`config.mk`:
```
export PLATFORM = sky130hd
export DESIGN_NAME = reel_bank_ctrl_flat
export DESIGN_NICKNAME = d
export VERILOG_FILES = /design/src/rtl/reel_bank_if.sv /design/src/rtl/reel_bank_ctrl.sv /design/src/flat_wrapper.sv
export SDC_FILE = /design/constraint.sdc
export NUM_CORES = 1
export LEC_CHECK = 0
export CORE_ASPECT_RATIO = 0.7
export CORE_MARGIN = 2
export CORE_UTILIZATION = 57
export CTS_BUF_LIST = sky130_fd_sc_hd__clkbuf_4
export DETAILED_ROUTE_END_ITERATION = 8
export HOLD_SLACK_MARGIN = 0.02
export PLACE_DENSITY_LB_ADDON = 0.12
export RECOVER_POWER = 100
export REMOVE_ABC_BUFFERS = 1
export SLEW_MARGIN = 20
export SYNTH_ARGS = -nofsm -noshare
export SYNTH_HDL_FRONTEND = slang
export SYNTH_SLANG_ARGS = --single-unit
```
`constraint.sdc`:
```
create_clock -name clk -period 4.17 [get_ports clk]
set_input_delay 0.6255 -clock clk [delete_from_list [all_inputs] [get_ports clk]]
set_output_delay 0.6255 -clock clk [all_outputs]
set_load 0.01 [all_outputs]
```
`src/rtl/reel_bank_if.sv`:
```
// Handshake and status bundle between the button/tick logic, the reel controller and the VGA address generator.
interface reel_bank_if #(
  parameter int N_REELS = 3,
  parameter int POS_W   = 10,
  parameter int SYM_W   = 2
);
  logic                       tick;
  logic                       start;
  logic                       dir;
  logic [N_REELS*POS_W-1:0]   pos;
  logic [N_REELS*SYM_W-1:0]   sym;
  logic                       dir_q;
  logic                       busy;
  logic                       done;
  logic                       match;

  modport master (output tick, start, dir,
                  input  pos, sym, dir_q, busy, done, match);
  modport slave  (input  tick, start, dir,
                  output pos, sym, dir_q, busy, done, match);
endinterface

```
`src/rtl/reel_bank_ctrl.sv`:
```
// N-reel spin controller: shared SLOW/MID/FAST schedule, staggered per-reel decel, symbol-boundary snap.
module reel_bank_ctrl #(
  parameter int N_REELS  = 3,
  parameter int POS_W    = 10,
  parameter int IMG_H    = 240,
  parameter int SYM_H    = 60,
  parameter int SYM_W    = 2,
  parameter int SPD_SLOW = 1,
  parameter int SPD_MID  = 2,
  parameter int SPD_FAST = 3,
  parameter int T_MID    = 240,
  parameter int T_FAST   = 360,
  parameter int T_DECEL  = 440,
  parameter int STAGGER  = 160,
  parameter int T_RAMP   = 120,
  parameter int CNT_W    = 11
) (
  input  logic        clk,
  input  logic        rst,
  reel_bank_if.slave  bus
);

  localparam int               N_SYM    = IMG_H / SYM_H;
  localparam logic [SYM_W-1:0] SYM_LAST = SYM_W'(N_SYM - 1);
  localparam logic [CNT_W-1:0] CNT_MAX  = '1;
  localparam logic [POS_W-1:0] IMG_LEN  = POS_W'(IMG_H);
  localparam logic [POS_W-1:0] SYM_LEN  = POS_W'(SYM_H);

  typedef enum logic [1:0] {ST_STOP, ST_RUN, ST_ALIGN} reel_state_e;

  reel_state_e      state_q [N_REELS];
  reel_state_e      state_d [N_REELS];
  logic [POS_W-1:0] pos_q   [N_REELS];
  logic [POS_W-1:0] pos_d   [N_REELS];
  logic [POS_W-1:0] off_q   [N_REELS];
  logic [POS_W-1:0] off_d   [N_REELS];
  logic [SYM_W-1:0] sym_q   [N_REELS];
  logic [SYM_W-1:0] sym_d   [N_REELS];
  logic [POS_W-1:0] spd     [N_REELS];

  logic [CNT_W-1:0] cnt_q, cnt_d;
  logic             pending_q, pending_d;
  logic             pdir_q, pdir_d;
  logic             dir_q, dir_d;
  logic             busy_q, busy_d;
  logic             done_q, done_d;
  logic             match_q, match_d;
  logic             all_stop, all_match;

  // Speed a RUN reel uses at schedule count cnt; beyond the SLOW ramp it keeps SLOW for the ALIGN hand-off tick.
  function automatic logic [POS_W-1:0] run_speed(input logic [CNT_W-1:0] cnt, input int idx);
    int c;
    int e;
    c = int'(cnt);
    e = T_DECEL + idx * STAGGER;
    if (c >= e + T_RAMP)   run_speed = POS_W'(SPD_SLOW);
    else if (c >= e)       run_speed = POS_W'(SPD_MID);
    else if (c >= T_FAST)  run_speed = POS_W'(SPD_FAST);
    else if (c >= T_MID)   run_speed = POS_W'(SPD_MID);
    else                   run_speed = POS_W'(SPD_SLOW);
  endfunction

  always_comb begin
    // NOTE: every next-state signal starts from its held value so no path leaves it unassigned (no latches).
    cnt_d     = cnt_q;
    pending_d = pending_q;
    pdir_d    = pdir_q;
    dir_d     = dir_q;
    busy_d    = busy_q;
    done_d    = 1'b0;
    match_d   = match_q;
    all_stop  = 1'b1;
    all_match = 1'b1;
    for (int i = 0; i < N_REELS; i++) begin
      state_d[i] = state_q[i];
      pos_d[i]   = pos_q[i];
      off_d[i]   = off_q[i];
      sym_d[i]   = sym_q[i];
      spd[i]     = '0;
    end

    if (bus.tick) begin
      if (pending_q) begin
        pending_d = 1'b0;
        dir_d     = pdir_q;
        cnt_d     = '0;
        busy_d    = 1'b1;
        match_d   = 1'b0;
        for (int i = 0; i < N_REELS; i++) state_d[i] = ST_RUN;
      end else if (busy_q) begin
        for (int i = 0; i < N_REELS; i++) begin
          case (state_q[i])
            ST_RUN: begin
              spd[i] = run_speed(cnt_q, i);
              if (int'(cnt_q) >= T_DECEL + i * STAGGER + 2 * T_RAMP) state_d[i] = ST_ALIGN;
            end
            ST_ALIGN: begin
              if (off_q[i] == '0) state_d[i] = ST_STOP;
              else                spd[i]     = POS_W'(SPD_SLOW);
            end
            default: ;
          endcase

          // Offset within the symbol and symbol index track the position without a divider.
          if (dir_q) begin
            pos_d[i] = (pos_q[i] < spd[i]) ? pos_q[i] + (IMG_LEN - spd[i]) : pos_q[i] - spd[i];
            if (off_q[i] < spd[i]) begin
              off_d[i] = off_q[i] + (SYM_LEN - spd[i]);
              sym_d[i] = (sym_q[i] == '0) ? SYM_LAST : sym_q[i] - SYM_W'(1);
            end else begin
              off_d[i] = off_q[i] - spd[i];
            end
          end else begin
            pos_d[i] = (pos_q[i] >= IMG_LEN - spd[i]) ? pos_q[i] - (IMG_LEN - spd[i]) : pos_q[i] + spd[i];
            if (off_q[i] >= SYM_LEN - spd[i]) begin
              off_d[i] = off_q[i] - (SYM_LEN - spd[i]);
              sym_d[i] = (sym_q[i] == SYM_LAST) ? '0 : sym_q[i] + SYM_W'(1);
            end else begin
              off_d[i] = off_q[i] + spd[i];
            end
          end

          if (state_d[i] != ST_STOP) all_stop = 1'b0;
          if (sym_d[i] != sym_d[0])  all_match = 1'b0;
        end

        cnt_d = (cnt_q == CNT_MAX) ? cnt_q : cnt_q + CNT_W'(1);
        if (all_stop) begin
          busy_d  = 1'b0;
          done_d  = 1'b1;
          match_d = all_match;
        end
      end
    end

    // A request only latches while idle; it is consumed by the next tick.
    if (bus.start && !busy_q && !pending_q) begin
      pending_d = 1'b1;
      pdir_d    = bus.dir;
    end
  end

  always_ff @(posedge clk) begin
    // NOTE: the per-reel arrays are motion state rather than storage, so they reset with everything else.
    if (rst) begin
      cnt_q     <= '0;
      pending_q <= 1'b0;
      pdir_q    <= 1'b0;
      dir_q     <= 1'b0;
      busy_q    <= 1'b0;
      done_q    <= 1'b0;
      match_q   <= 1'b0;
      for (int i = 0; i < N_REELS; i++) begin
        state_q[i] <= ST_STOP;
        pos_q[i]   <= '0;
        off_q[i]   <= '0;
        sym_q[i]   <= '0;
      end
    end else begin
      // NOTE: state updates are non-blocking so every register samples the same pre-edge values.
      cnt_q     <= cnt_d;
      pending_q <= pending_d;
      pdir_q    <= pdir_d;
      dir_q     <= dir_d;
      busy_q    <= busy_d;
      done_q    <= done_d;
      match_q   <= match_d;
      for (int i = 0; i < N_REELS; i++) begin
        state_q[i] <= state_d[i];
        pos_q[i]   <= pos_d[i];
        off_q[i]   <= off_d[i];
        sym_q[i]   <= sym_d[i];
      end
    end
  end

  for (genvar g = 0; g < N_REELS; g++) begin : g_out
    assign bus.pos[g*POS_W +: POS_W] = pos_q[g];
    assign bus.sym[g*SYM_W +: SYM_W] = sym_q[g];
  end

  assign bus.dir_q = dir_q;
  assign bus.busy  = busy_q;
  assign bus.done  = done_q;
  assign bus.match = match_q;

endmodule

```
`src/flat_wrapper.sv`:
```
// flat-port wrapper written by rule: the top's interface ports become plain ports
module reel_bank_ctrl_flat 
#(
  parameter int N_REELS  = 3,
  parameter int POS_W    = 10,
  parameter int IMG_H    = 240,
  parameter int SYM_H    = 60,
  parameter int SYM_W    = 2,
  parameter int SPD_SLOW = 1,
  parameter int SPD_MID  = 2,
  parameter int SPD_FAST = 3,
  parameter int T_MID    = 240,
  parameter int T_FAST   = 360,
  parameter int T_DECEL  = 440,
  parameter int STAGGER  = 160,
  parameter int T_RAMP   = 120,
  parameter int CNT_W    = 11
)
  (clk, rst, bus_tick, bus_start, bus_dir, bus_pos, bus_sym, bus_dir_q, bus_busy, bus_done, bus_match);
  reel_bank_if #(.N_REELS(N_REELS), .POS_W(POS_W), .SYM_W(SYM_W)) bus_i ();
  input  logic clk;
  input  logic rst;
  input wire logic [$bits(bus_i.tick)-1:0] bus_tick;
  input wire logic [$bits(bus_i.start)-1:0] bus_start;
  input wire logic [$bits(bus_i.dir)-1:0] bus_dir;
  output wire logic [$bits(bus_i.pos)-1:0] bus_pos;
  output wire logic [$bits(bus_i.sym)-1:0] bus_sym;
  output wire logic [$bits(bus_i.dir_q)-1:0] bus_dir_q;
  output wire logic [$bits(bus_i.busy)-1:0] bus_busy;
  output wire logic [$bits(bus_i.done)-1:0] bus_done;
  output wire logic [$bits(bus_i.match)-1:0] bus_match;
  assign bus_i.tick = bus_tick;
  assign bus_i.start = bus_start;
  assign bus_i.dir = bus_dir;
  assign bus_pos = bus_i.pos;
  assign bus_sym = bus_i.sym;
  assign bus_dir_q = bus_i.dir_q;
  assign bus_busy = bus_i.busy;
  assign bus_done = bus_i.done;
  assign bus_match = bus_i.match;
  reel_bank_ctrl #(.N_REELS(N_REELS), .POS_W(POS_W), .IMG_H(IMG_H), .SYM_H(SYM_H), .SYM_W(SYM_W), .SPD_SLOW(SPD_SLOW), .SPD_MID(SPD_MID), .SPD_FAST(SPD_FAST), .T_MID(T_MID), .T_FAST(T_FAST), .T_DECEL(T_DECEL), .STAGGER(STAGGER), .T_RAMP(T_RAMP), .CNT_W(CNT_W)) u_core (.clk(clk), .rst(rst), .bus(bus_i));
endmodule
```
---- After elaboration in Yosys (flattened, before gate mapping) ----
Memory sizes are Yosys's and may differ from the RTL's.
Index checks and enable logic that the tools add are counted.
word-level totals
  RAM bits ................................ 72
  memories ................................ 4
  input bits .............................. 5
  bits in registers ....................... 17
  logic and storage cells ................. 248
  output and inout port bits .............. 40
memories
  memory          depth  bits a word  rd ports  clocked after memory_dff  wr ports  RTL line              text
  u_core.off_q    3      10           3         0                         3         reel_bank_ctrl.sv:35  logic [POS_W-1:0] off_q [N_REELS];
  u_core.pos_q    3      10           3         0                         3         reel_bank_ctrl.sv:33  logic [POS_W-1:0] pos_q [N_REELS];
  u_core.state_q  3      2            3         0                         3         reel_bank_ctrl.sv:31  reel_state_e state_q [N_REELS];
  u_core.sym_q    3      2            3         0                         3         reel_bank_ctrl.sv:37  logic [SYM_W-1:0] sym_q [N_REELS];
operators by class
  reductions and logical operators ........ 20
  order comparisons ....................... 23
  equality and inequality tests ........... 13
  muxes and demuxes ....................... 130
  bitwise gates (word level) .............. 14
  add/sub/neg operators ................... 37
operator list
  cell                   count
  $mux 10                40
  $mux 30                6
  $add 10x10->10         12
  $sub 10x10->10         12
  $mux 2                 46
  $ge 11x10->1 const B   8
  $ge 10x10->1           6
  $lt 10x10->1           6
  $pmux 10 s2            3
  $mux 6                 6
  $mux 11                3
  $logic_not 10->1       3
  $sub 6x10->10 const A  3
  $sub 8x10->10 const A  3
  $mux 1                 23
  $ge 11x9->1 const B    2
  $eq 2x2->1 const B     6
  $or 1x1->1             12
  $pmux 2 s2             3
  $reduce_bool 2->1      6
  $add 11x1->11 const B  1
  $eq 11x11->1 const B   1
  $ge 11x8->1 const B    1
  $add 2x1->2 const B    3
  other kinds (11)       22

---- Depth between registers and ports, before layout ----
  depth in word-level cells ............... 22
  gate-level depth with buffers ........... 20
  gate-level depth less buffers ........... 17

---- Worst setup path before layout ----
OpenSTA, ideal clock, no wires.
  path kind ............................... reg-to-reg
  start ................................... register u_core.cnt_q[4]
  end ..................................... memory u_core.pos_q[1][7] (netlist: u_core.pos_q[0][17])
  setup time .............................. 121 ps
  arrival time ............................ 4237 ps
  stages on the path, launching flop included .. 19
  data required time ...................... 4049 ps
  buffers on the path ..................... 1
  path slack .............................. -188 ps
  cells stage by stage .................... dfxtp_1 clkbuf_1 o211a_1 or3b_1 o31ai_1 or2_1 a21oi_1 o21ai_1 a21o_1 ha_1 inv_1 ha_1 nand2b_1 a21oi_1 o21ai_1 a31oi_1 mux2_2 nor4_1 mux2_2
RTL lines
  element                 RTL line               text
  start, declared         reel_bank_ctrl.sv:41   logic [CNT_W-1:0] cnt_q, cnt_d;
  start signal, assigned  reel_bank_ctrl.sv:161  cnt_q <= cnt_d;
  end, declared           reel_bank_ctrl.sv:33

==> results.cfg <==
[worst_setup_path]
rrSetupSlack_ns = 0.17
critPathKind = reg2reg
critPathLaunchType = register
cp.required_ns = 4.56
crit_arrival_ns = 4.39
worst_r2r_path_depth = 15
end_kind = register
cp-endpoint = u_core.pos_q[0][27]
r2r-end = u_core.pos_q[0][27]
path_max_fanout = 4
r2r-start = u_core.cnt_q[3]
crit_start = u_core.cnt_q[3]

[synthesis]
postSynthAreaPerCell_um2 = 7.69
synth_ff_type = dfxtp_1
synth_top_area_share_pct = 20.0
synth-warning-count = 0
yosysTopAreaCell = dfxtp_1
synth_seq_cells = 89
syn_area_um2 = 8890
ys_types = 76
synth_enable_flop_cells = 0
syn_inst = 1157
synth_seq_area_share_pct = 20.0
synth_async_sr_flop_share_pct = 0
ys_top_cells_by_area = dfxtp_1 20%, ha_1 11%, nor2_1 5.9%

[clocking]
cts_tree = built
clkSinkCount = 89
cts_root_buf = clkbuf_4
cts_buffers = 9
htree_levels = 3
cts_buffer_depth = 2
clk_pin_slew_ns = 0.15
clk_latency_ns = 0.49

[sta]
fin_crit_ns = 4.00
tightest_slew_ns = 1.03
setup_tns_ns = 0
clock.fmax_ghz = 0.250
fin_ws_ns = 0.174
maxSlewHeadroom_pct = 31.1
fin_skew_ns = 0.0197
setup_viol = 0
fin_crit_sh_pct = 95.8
holdWs_ns = 0.493
rsz0062_at_grt = yes
hold_viol_final = 0
slew_violations = 0

[layout]
drive_above_1_share_pct = 10.5
diodes = 0
syn_to_final_growth_pct = 13.3
final_cell_mix = 138 x nor2_1, 88 x dfxtp_1, 85 x a21oi_1
layout.nets = 1313
final_common_cell = nor2_1
post-route-cell-area_um2 = 10100

[global_route]
antenna_found_initial = 0
grt_max_degree = 78
grt_pass1_vias = 7612
grt_overflow = 0
grt_pass1_wl_um = 39600
track_usage_pct = 29.3

[die]
dieArea_um2 = 16600
core_area_um2 = 15400
die_h_um = 109
io_pins = 45
dieWidth_um = 153
initial_core_util_pct = 57.9
placementRows = 38

[min_path]
hp-start = u_core.pdir_q
min_path_type = reg2reg

[placement]
gp_congestion = 0.946
placed_area_um2 = 9780
pre_cts_slack_ns = 0.0558
io_buffers = 44
dp_hpwl_um = 18000

[detailed_routing]
via_per_inst = 6.09
routed_wl_um = 24300
post_drt_wl_per_cell_um = 17.3
ant_nets = 0
vias = 8574
firstDrtPassIters = 5
drc = 0
drt_iter0_drc = 909

[status]
status = complete, no violations

[power]
ir_worst_vdd_mv = 0.147
leakagePower_nw = 3.82
power.total_w = 0.00160
powerDensity_nw_per_um2 = 159

[job]
maxCapViolCount = 0
area by class of cell:
type,count,area (um2)
clock buffer,9,67.6
clock inverter,7,52.6
fill,1372,5280
inverter,75,282
multi-input combinational,926,6740
sequential,89,1790
tap,200,250
timing repair buffer,103,893
per-layer routing:
metal / wire, um / share of wire, % / GRT usage (%)
met3: 2060 / 8.5 / 7.21
met1: 13000 / 53 / 47.2
met4: 169 / 0.69 / 5.16
met2: 9140 / 38 / 38.6
met5: 0 / 0 / 0
through the flow:
step	utilization (%)	cells
after floorplan	-	1090
after global placement	63.7	1392
after detailed placement	63.7	1392
after CTS	64.4	1408
after global routing	65.6	1409
final	65.6	1409
cells in the mapped netlist (all sizes together), types with 21 or more instances:
library cell,instances
a211oi,23
a21oi,90
clkbuf,58
dfxtp,89
fa,24
ha,80
inv,75
nand2,64
nand3,38
nor2,140
nor2b,28
nor3,28
o211ai,21
o21ai,58
xnor2,33
xor2,36
critical path: stages, from the launching register on:
cell,delay (ns)
dfxtp_1,0.34
o211a_1,0.23
or3b_1,0.36
o31ai_2,0.09
or2_1,0.17
nand2_1,0.06
o31ai_2,0.24
a21o_1,0.16
ha_1,0.28
ha_1,0.36
a21o_1,0.21
a211oi_1,0.22
mux2i_1,0.13
or4_1,0.43
a221oi_2,0.26
mux2_1,0.34
state kept, by name, summed over array words and instances (netlist names):
register,cells
u_core.bus.busy,1
u_core.bus.dir_q,1
u_core.bus.done,1
u_core.bus.match,1
u_core.cnt_q,11
u_core.off_q,30
u_core.pdir_q,1
u_core.pending_q,1
u_core.pos_q,30
u_core.state_q,6
u_core.sym_q,6
cells by family (layout without fill, tap and decap cells):
group / Yosys count / after routing / share of synthesized area [%]
flip-flops: 89 / 89 / 20.0
AO/OA/AOI/OAI: 319 / 319 / 23.8
adder cells (fa/ha/maj): 104 / 104 / 16.7
XOR/XNOR: 69 / 69 / 6.79
multiplexers: 30 / 30 / 3.57
AND/OR/NAND/NOR: 404 / 404 / 23.0
buffers and inverters: 142 / 194 / 6.16
what timing repair did:
action | in CTS | in global routing
endpoints found under the setup margin | 0 | 30
setup buffers | 0 | 1
hold buffers | 0 | 0
resized for setup | 0 | 34
report_power, final:
part           switching, W  internal, W
Combinational      0.000150     0.000100
Sequential        0.0000232     0.000862
Clock              0.000339     0.000125
Total              0.000512      0.00109
worst min-delay path by stage:
stage | slack, ns | cells past startpoint | to
final | 0.49 | 2 | u_core.bus.dir_q
after global routing | 0.55 | 2 | u_core.bus.dir_q
after CTS | 0.49 | 2 | u_core.bus.dir_q
after detailed placement | 0.47 | 2 | u_core.bus.dir_q
after global placement | 0.47 | 2 | u_core.bus.dir_q
after floorplan | 0.45 | 2 | u_core.bus.dir_q
(Power assumes the default switching activity.)
